[config.mk]
export PLATFORM = sky130hd
export DESIGN_NAME = seq_demux
export DESIGN_NICKNAME = d
export VERILOG_FILES = /design/src/rtl/seq_demux_pkg.sv /design/src/rtl/demux_slot.sv /design/src/rtl/seq_demux.sv
export SDC_FILE = /design/constraint.sdc
export NUM_CORES = 1
export LEC_CHECK = 0
export CAP_MARGIN = 20
export CORE_MARGIN = 4
export CORE_UTILIZATION = 40
export CTS_CLUSTER_DIAMETER = 120
export DETAILED_ROUTE_END_ITERATION = 8
export PLACE_DENSITY = 0.77
export REMOVE_ABC_BUFFERS = 1
export SLEW_MARGIN = 5
export SYNTH_ARGS = -nofsm -noshare
export SYNTH_HDL_FRONTEND = slang
export SYNTH_SLANG_ARGS = --single-unit
[constraint.sdc]
create_clock -name clk -period 1.2 [get_ports clk]
set_input_delay 0.12 -clock clk [delete_from_list [all_inputs] [get_ports clk]]
set_output_delay 0.12 -clock clk [all_outputs]
set_load 0.02 [all_outputs]
[src/rtl/seq_demux_pkg.sv]
// Shared constants and types for the seq_demux 1-to-2 stream demultiplexer.
// Optional per-output transfer counters are enabled with SEQ_DEMUX_CNT_EN.
package seq_demux_pkg;

  localparam int unsigned WIDTH_DEF = 8;
  localparam int unsigned CNT_W_DEF = 16;

  localparam logic SEL_Y0 = 1'b0;
  localparam logic SEL_Y1 = 1'b1;

  typedef enum logic {
    SLOT_EMPTY = 1'b0,
    SLOT_FULL  = 1'b1
  } slot_state_e;

endpackage

[src/rtl/demux_slot.sv]
// One-entry output holding slot with valid/ready handshake.
// Optional transfer counter present when SEQ_DEMUX_CNT_EN is defined.
module demux_slot
  import seq_demux_pkg::*;
#(
  parameter int unsigned WIDTH = WIDTH_DEF
`ifdef SEQ_DEMUX_CNT_EN
  , parameter int unsigned CNT_W = CNT_W_DEF
`endif
) (
  input  logic             clk,
  input  logic             reset,
  input  logic             load,
  input  logic [WIDTH-1:0] load_data,
  output logic [WIDTH-1:0] out_data,
  output logic             out_valid,
  input  logic             out_ready
`ifdef SEQ_DEMUX_CNT_EN
  , output logic [CNT_W-1:0] out_cnt
`endif
);

  slot_state_e      state_q, state_d;
  logic [WIDTH-1:0] data_q, data_d;
  logic             xfer;

  // State and data registers; reset discards any held beat.
  always_ff @(posedge clk) begin
    if (reset) begin
      state_q <= SLOT_EMPTY;
      data_q  <= '0;
    end else begin
      state_q <= state_d;
      data_q  <= data_d;
    end
  end

  // Next state: a load always wins, so drain+load keeps the slot full.
  always_comb begin
    state_d = state_q;
    data_d  = data_q;
    xfer    = (state_q == SLOT_FULL) && out_ready;
    case (state_q)
      SLOT_EMPTY: if (load) state_d = SLOT_FULL;
      SLOT_FULL: begin
        if (load)           state_d = SLOT_FULL;
        else if (out_ready) state_d = SLOT_EMPTY;
      end
      default: state_d = SLOT_EMPTY;
    endcase
    if (load) data_d = load_data;
  end

  assign out_valid = (state_q == SLOT_FULL);
  assign out_data  = data_q;

`ifdef SEQ_DEMUX_CNT_EN
  logic [CNT_W-1:0] cnt_q, cnt_d;

  // Completed-transfer counter, wraps naturally at 2^CNT_W.
  always_ff @(posedge clk) begin
    if (reset) cnt_q <= '0;
    else       cnt_q <= cnt_d;
  end

  // Count one per output transfer.
  always_comb begin
    cnt_d = cnt_q;
    if (xfer) cnt_d = cnt_q + CNT_W'(1);
  end

  assign out_cnt = cnt_q;
`else
  logic unused_xfer;
  assign unused_xfer = xfer;
`endif

endmodule

[src/rtl/seq_demux.sv]
// Registered 1-to-2 stream demultiplexer with independent per-output slots.
// Optional transfer counters on each output when SEQ_DEMUX_CNT_EN is defined.
module seq_demux
  import seq_demux_pkg::*;
#(
  parameter int unsigned WIDTH = WIDTH_DEF,
  parameter int unsigned CNT_W = CNT_W_DEF
) (
  input  logic             clk,
  input  logic             reset,
  input  logic [WIDTH-1:0] in_data,
  input  logic             sel,
  input  logic             in_valid,
  output logic             in_ready,
  output logic [WIDTH-1:0] y0_data,
  output logic [WIDTH-1:0] y1_data,
  output logic             y0_valid,
  output logic             y1_valid,
  input  logic             y0_ready,
  input  logic             y1_ready
`ifdef SEQ_DEMUX_CNT_EN
  , output logic [CNT_W-1:0] y0_cnt
  , output logic [CNT_W-1:0] y1_cnt
`endif
);

  logic load0, load1;
  logic accept;

`ifndef SEQ_DEMUX_CNT_EN
  localparam int unsigned UNUSED_CNT_W = CNT_W;
`endif

  // Ready depends only on the selected slot, never on in_valid.
  always_comb begin
    if (sel == SEL_Y1) in_ready = !y1_valid || y1_ready;
    else               in_ready = !y0_valid || y0_ready;
  end

  assign accept = in_valid && in_ready;
  assign load0  = accept && (sel == SEL_Y0);
  assign load1  = accept && (sel == SEL_Y1);

  demux_slot #(
    .WIDTH (WIDTH)
`ifdef SEQ_DEMUX_CNT_EN
    , .CNT_W (CNT_W)
`endif
  ) u_slot0 (
    .clk       (clk),
    .reset     (reset),
    .load      (load0),
    .load_data (in_data),
    .out_data  (y0_data),
    .out_valid (y0_valid),
    .out_ready (y0_ready)
`ifdef SEQ_DEMUX_CNT_EN
    , .out_cnt (y0_cnt)
`endif
  );

  demux_slot #(
    .WIDTH (WIDTH)
`ifdef SEQ_DEMUX_CNT_EN
    , .CNT_W (CNT_W)
`endif
  ) u_slot1 (
    .clk       (clk),
    .reset     (reset),
    .load      (load1),
    .load_data (in_data),
    .out_data  (y1_data),
    .out_valid (y1_valid),
    .out_ready (y1_ready)
`ifdef SEQ_DEMUX_CNT_EN
    , .out_cnt (y1_cnt)
`endif
  );

endmodule

==> results of run 1 <==
[logic make-up (layout without fill, tap and decap cells)]
logic type / count (synthesis) / in the layout
AND/OR/NAND/NOR: 29 / 29
AO/OA/AOI/OAI: 2 / 2
buffers and inverters: 4 / 46
multiplexers: 17 / 17
flip-flops: 18 / 18
[final timing paths]
kind / start / to / slack, ps
max: u_slot0.out_valid / in_ready / -20
min: in_data[4] / u_slot1.out_data[4] / 410
max reg2reg: u_slot0.out_valid / u_slot0.out_data[0] / 80
min reg2reg: u_slot1.out_data[1] / u_slot1.out_data[1] / 470
[Yosys cell counts (all sizes together)]
cell and count:
a21oi 2, and3b 1, buf 2, clkbuf 2
dfxtp 18, mux2 1, mux2i 16, nand2b 26
nand3 1, nand3b 1
[layer usage]
layer,wire length [um],vias to the layer above
met5,0,-
met4,10,0
met3,130,2
met2,819,26
met1,744,277
li1,-,313
[power by group through the flow]
| stage | Sequential, W | Combinational (W) | Clock, W |
|---|---|---|---|
| after global routing | 0.000651 | 0.000270 | 0.000400 |
| after floorplan | 0.000698 | 0.0000754 | 0 |
| final | 0.000645 | 0.000252 | 0.000370 |
| after global placement | 0.000659 | 0.000265 | 0 |
| after detailed placement | 0.000660 | 0.000270 | 0 |
| after CTS | 0.000646 | 0.000247 | 0.000384 |
[state kept, by name, summed over array words and instances, names as in the netlist]
signal	count
u_slot0.out_data	8
u_slot0.out_valid	1
u_slot1.out_data	8
u_slot1.out_valid	1
[repair_timing]
item | in CTS | in global routing
buffers inserted | 0 | 1
gates resized for setup | 25 | 5
gates cloned | 0 | 0
setup endpoints to repair | 19 | 2
[area by class of cell]
cell class              count  area (um2)  area share [%]
flip-flops and latches     18       362.8           30.37
repair buffers             42       387.9           32.46
well taps                  25       31.28           2.618
clock buffers               4       36.28           3.037
multi-input cells          48       376.6           31.52
[stage by stage]
step,hold slack [ps],worst slack [ps],total power (W)
5_1_grt,434.5,-70.34,0.001321
4_1_cts,403.7,-50.21,0.001277
3_5_place_dp,462.4,-419.7,0.0009298
6_report,410.6,-22.46,0.001268
2_1_floorplan,189.1,57.44,0.0007732
3_3_place_gp,458.4,-385.0,0.0009240
[critical path, cell delays in order, from the launching register on]
cell	delay, ps
dfxtp_2	360
nand2b_4	50
mux2_4	270
buf_6	130
==> results.cfg, run 1 <==
[logic_synthesis]
synth_seq_cells = 18
yosysTopAreaCell = dfxtp_1
synth_top_area_share_pct = 47.45
synth_compound_area_share_pct = 1.318
syn-cell-area_um2 = 759.5
synth-xor-area-share_pct = 0
ys_warn_count = 0
synth.area.mux_share_pct = 22.57
syn_inst = 70
synth_top_family_by_area = simple AND/OR/NAND/NOR gates
ys_seq_area_share_pct = 47.45
postSynthAreaPerCell_um2 = 10.85
synthAdderAreaFrac_pct = 0
yosys.area_share.simple_pct = 25.21
ys_top_cells_by_area = dfxtp_1, mux2i_1, nand2b_1
synth_cell_types = 12

[final_layout]
drive_gt1_share_pct = 17.86
n_fill_cell = 160
area_delta_synth_final_pct = 57.33
mostFrequentLayoutCells = nand2b_1, dlygate4sd2_1, mux2i_1, dfxtp_1, clkdlybuf4s50_1
stdcell_count = 137
layout_commonest_cell = nand2b_1
num_antenna_cells = 0
postLayoutCellArea_um2 = 1195
finish.net_count = 127
finish.utilization_pct = 67.73

[power_and_ir_drop]
p_switching_w = 0.0003135
ir_drop_v = 0.0006958
clkPwrFrac_pct = 29.2
p_leak_nw = 0.5855
p_per_area_nw_per_um2 = 1061
intPower_w = 0.0009546
seqPwrFrac_pct = 50.9
pwr-share-comb_pct = 19.9
p_sw_share_pct = 24.73

[sta]
tightest_slew_ps = 221.4
max_freq_mhz = 818.0
timing.setup.tns_ps = -22.46
min_period_over_period_pct = 101.9
hold_viol = 0
skew_ps = 1.245
fin_ws_ps = -22.46
rsz0062_at_grt = true
slew-limit-headroom_pct = 85.30
fin_crit_ps = 1222
maxSlewViolCount = 0
setup_viol = 1

[critical_path]
crit_arrival_ps = 1100
reg2reg_depth = 5
critPathKind = reg -> out
start_kind = flop
crit_path_end_kind = output pin
critPathMaxFanout = 2
required_ps = 1080

[drt]
drt_iter0_drc = 3
antenna_left = 0
drc = 0
wire_per_inst_um = 12.45
vias = 618
routed_wl_um = 1705
vias_per_cell = 4.511
first_pass_iters = 3

[placement]
dp_hpwl_um = 1310
port_buffers = 32
globalplace.congestion = 0.7186
dp.cells = 132
placed_cell_area_um2 = 1165

[global_routing]
use_met1_pct = 17.05
use_met3_pct = 4.298
overflow = 0
grt_pass1_vias = 648
grt_max_degree = 27
use_met2_pct = 23.09
grt_util_all_layers_pct = 14.20
antenna_found_initial = 0
busiest_layer = met2
grt_pass1_wl_um = 2842

[floorplanning]
dieArea_um2 = 2660
coreArea_um2 = 1764
num_rows = 15
start_util_pct = 43.05
io_pins = 33
die_y_um = 51.58
die_w_um = 51.58

[worst_hold_path]
min_path_type = in -> reg
min_path_cells = 3

[cts]
clkTransAtPathRegs_ps = 100
numCtsBuffers = 3
clk_latency_ps = 290
htree_levels = 1
cts_buffer_depth = 2
cts_sinks = 18
cts_tree = yes
postCtsHoldBufs = 0
cts_root_buf = clkbuf_4

[job]
max_cap_violations = 0

[outcome]
violations = negative setup slack
status = finished, violations left
No activity file was read; power rests on OpenSTA's default activity.
==> run 2, diff against run 1 <==
Settings changed: MAX_ROUTING_LAYER from default to met4.
==> results.cfg, run 2 (synthesis gave the netlist of run 1 again) <==
[sta]
max_freq_mhz = 818.3
hold_viol = 0
setup_viol = 1
fin_ws_ps = -22.03
rsz0062_at_grt = true
tightest_slew_ps = 221.1
min_period_over_period_pct = 101.8
maxSlewViolCount = 0
skew_ps = 1.796
slew-limit-headroom_pct = 85.32
fin_crit_ps = 1222
whs_ps = 409.9
timing.setup.tns_ps = -22.03

[critical_path]
required_ps = 1080
rrSetupSlack_ps = 80
critPathSlowestCell = dfxtp_2
critical_path.top_delay_family = flip-flops
critPathKind = reg -> out
max_stage_delay_ps = 360
crit_path_end_kind = output pin
crit_chain = nand2b_4 -> mux2_4 -> buf_6
path_buf_inv = 1
critPathMaxFanout = 2
crit_arrival_ps = 1100
start_kind = flop

[global_routing]
grt_pass1_vias = 647
grt_util_all_layers_pct = 14.57
grt_max_degree = 27
grt_pass1_wl_um = 2842
antenna_found_initial = 0
overflow = 0

[floorplanning]
num_rows = 15
die_w_um = 51.58
coreArea_um2 = 1764
dieArea_um2 = 2660
io_pins = 33
start_util_pct = 43.05
die_y_um = 51.58

[drt]
routed_wl_um = 1704
vias_per_cell = 4.511
wire_per_inst_um = 12.44
vias = 618
drt_iter0_drc = 4
antenna_left = 0
drc = 0
first_pass_iters = 3

[power_and_ir_drop]
seqPwrFrac_pct = 50.9
p_sw_share_pct = 24.72
clkPwrFrac_pct = 29.2
p_leak_nw = 0.5855
intPower_w = 0.0009545
p_per_area_nw_per_um2 = 1061
ir_drop_v = 0.0006986
pwr-share-comb_pct = 19.9
p_switching_w = 0.0003134

[outcome]
status = finished, violations left
violations = negative setup slack

[placement]
dp_hpwl_um = 1310
globalplace.congestion = 0.7271
dpl_worst_slack_ps = -419.7
port_buffers = 32

[final_layout]
multiInputGateArea_um2 = 376.6
area_delta_synth_final_pct = 57.33
mostFrequentLayoutCells = nand2b_1, dlygate4sd2_1, mux2i_1, dfxtp_1, clkdlybuf4s50_1
layout_commonest_cell = nand2b_1
num_antenna_cells = 0
finish.net_count = 127
n_fill_cell = 160
drive_gt1_share_pct = 17.86
regArea_um2 = 362.8

[cts]
cts_tree = yes
numCtsBuffers = 3
clk_latency_ps = 290
htree_levels = 1
cts_root_buf = clkbuf_4
cts_buffer_depth = 2
cts_sinks = 18
clkTransAtPathRegs_ps = 100
postCtsHoldBufs = 0

[job]
max_cap_violations = 0

[worst_hold_path]
min_path_type = in -> reg
-- run 2: cell counts in the layout (fill, tap and decap cells not counted) --
No cell type changed its count.
-- run 2: cell type report --
| cell class | count | share of cell area [%] |
|---|---|---|
| clock buffers | 4 | 3.037 |
| multi-input cells | 48 | 31.52 |
| flip-flops and latches | 18 | 30.37 |
| well taps | 25 | 2.618 |
| repair buffers | 42 | 32.46 |
-- run 2: final timing paths --
kind	from	to	depth (start not counted)
max	u_slot0.out_valid	in_ready	3
min	in_data[4]	u_slot1.out_data[4]	3
max reg2reg	u_slot0.out_valid	u_slot0.out_data[0]	5
min reg2reg	u_slot1.out_data[1]	u_slot1.out_data[1]	2
-- run 2: worst register-to-register path, stage by stage, from the launching register on --
cell,delay [ps]
dfxtp_2,360
nand2b_4,50
buf_4,130
and3b_1,200
buf_4,160
mux2i_1,110
-- run 2: power by group through the flow --
stage	clock (W)	combinational (W)	sequential [W]
finish	0.000370	0.000252	0.000645
detailed placement	0	0.000270	0.000660
floorplan	0	0.0000754	0.000698
CTS	0.000384	0.000247	0.000646
global route	0.000400	0.000270	0.000651
global placement	0	0.000265	0.000659
-- run 2: timing repair --
action,in CTS,in global routing
endpoints found under the setup margin,19,2
gates resized for setup,25,5
buffers inserted,0,1
-- run 2: per-stage QoR --
| stage | cell area, um2 | std cells | utilization [%] | total power, W |
|---|---|---|---|---|
| after global routing | 1195 | 137 | 67.73 | 0.001321 |
| after floorplan | 733.2 | 66 | - | 0.0007732 |
| final | 1195 | 137 | 67.73 | 0.001268 |
| after global placement | 1165 | 132 | 66.03 | 0.0009240 |
| after detailed placement | 1165 | 132 | 66.03 | 0.0009298 |
| after CTS | 1175 | 136 | 66.60 | 0.001277 |
-- run 2: routing by layer --
| layer | wire, um | global-route usage, % |
|---|---|---|
| met5 | 0 | - |
| met4 | 9 | 6.550 |
| met3 | 132 | 4.298 |
| met2 | 813 | 23.09 |
| met1 | 749 | 17.05 |
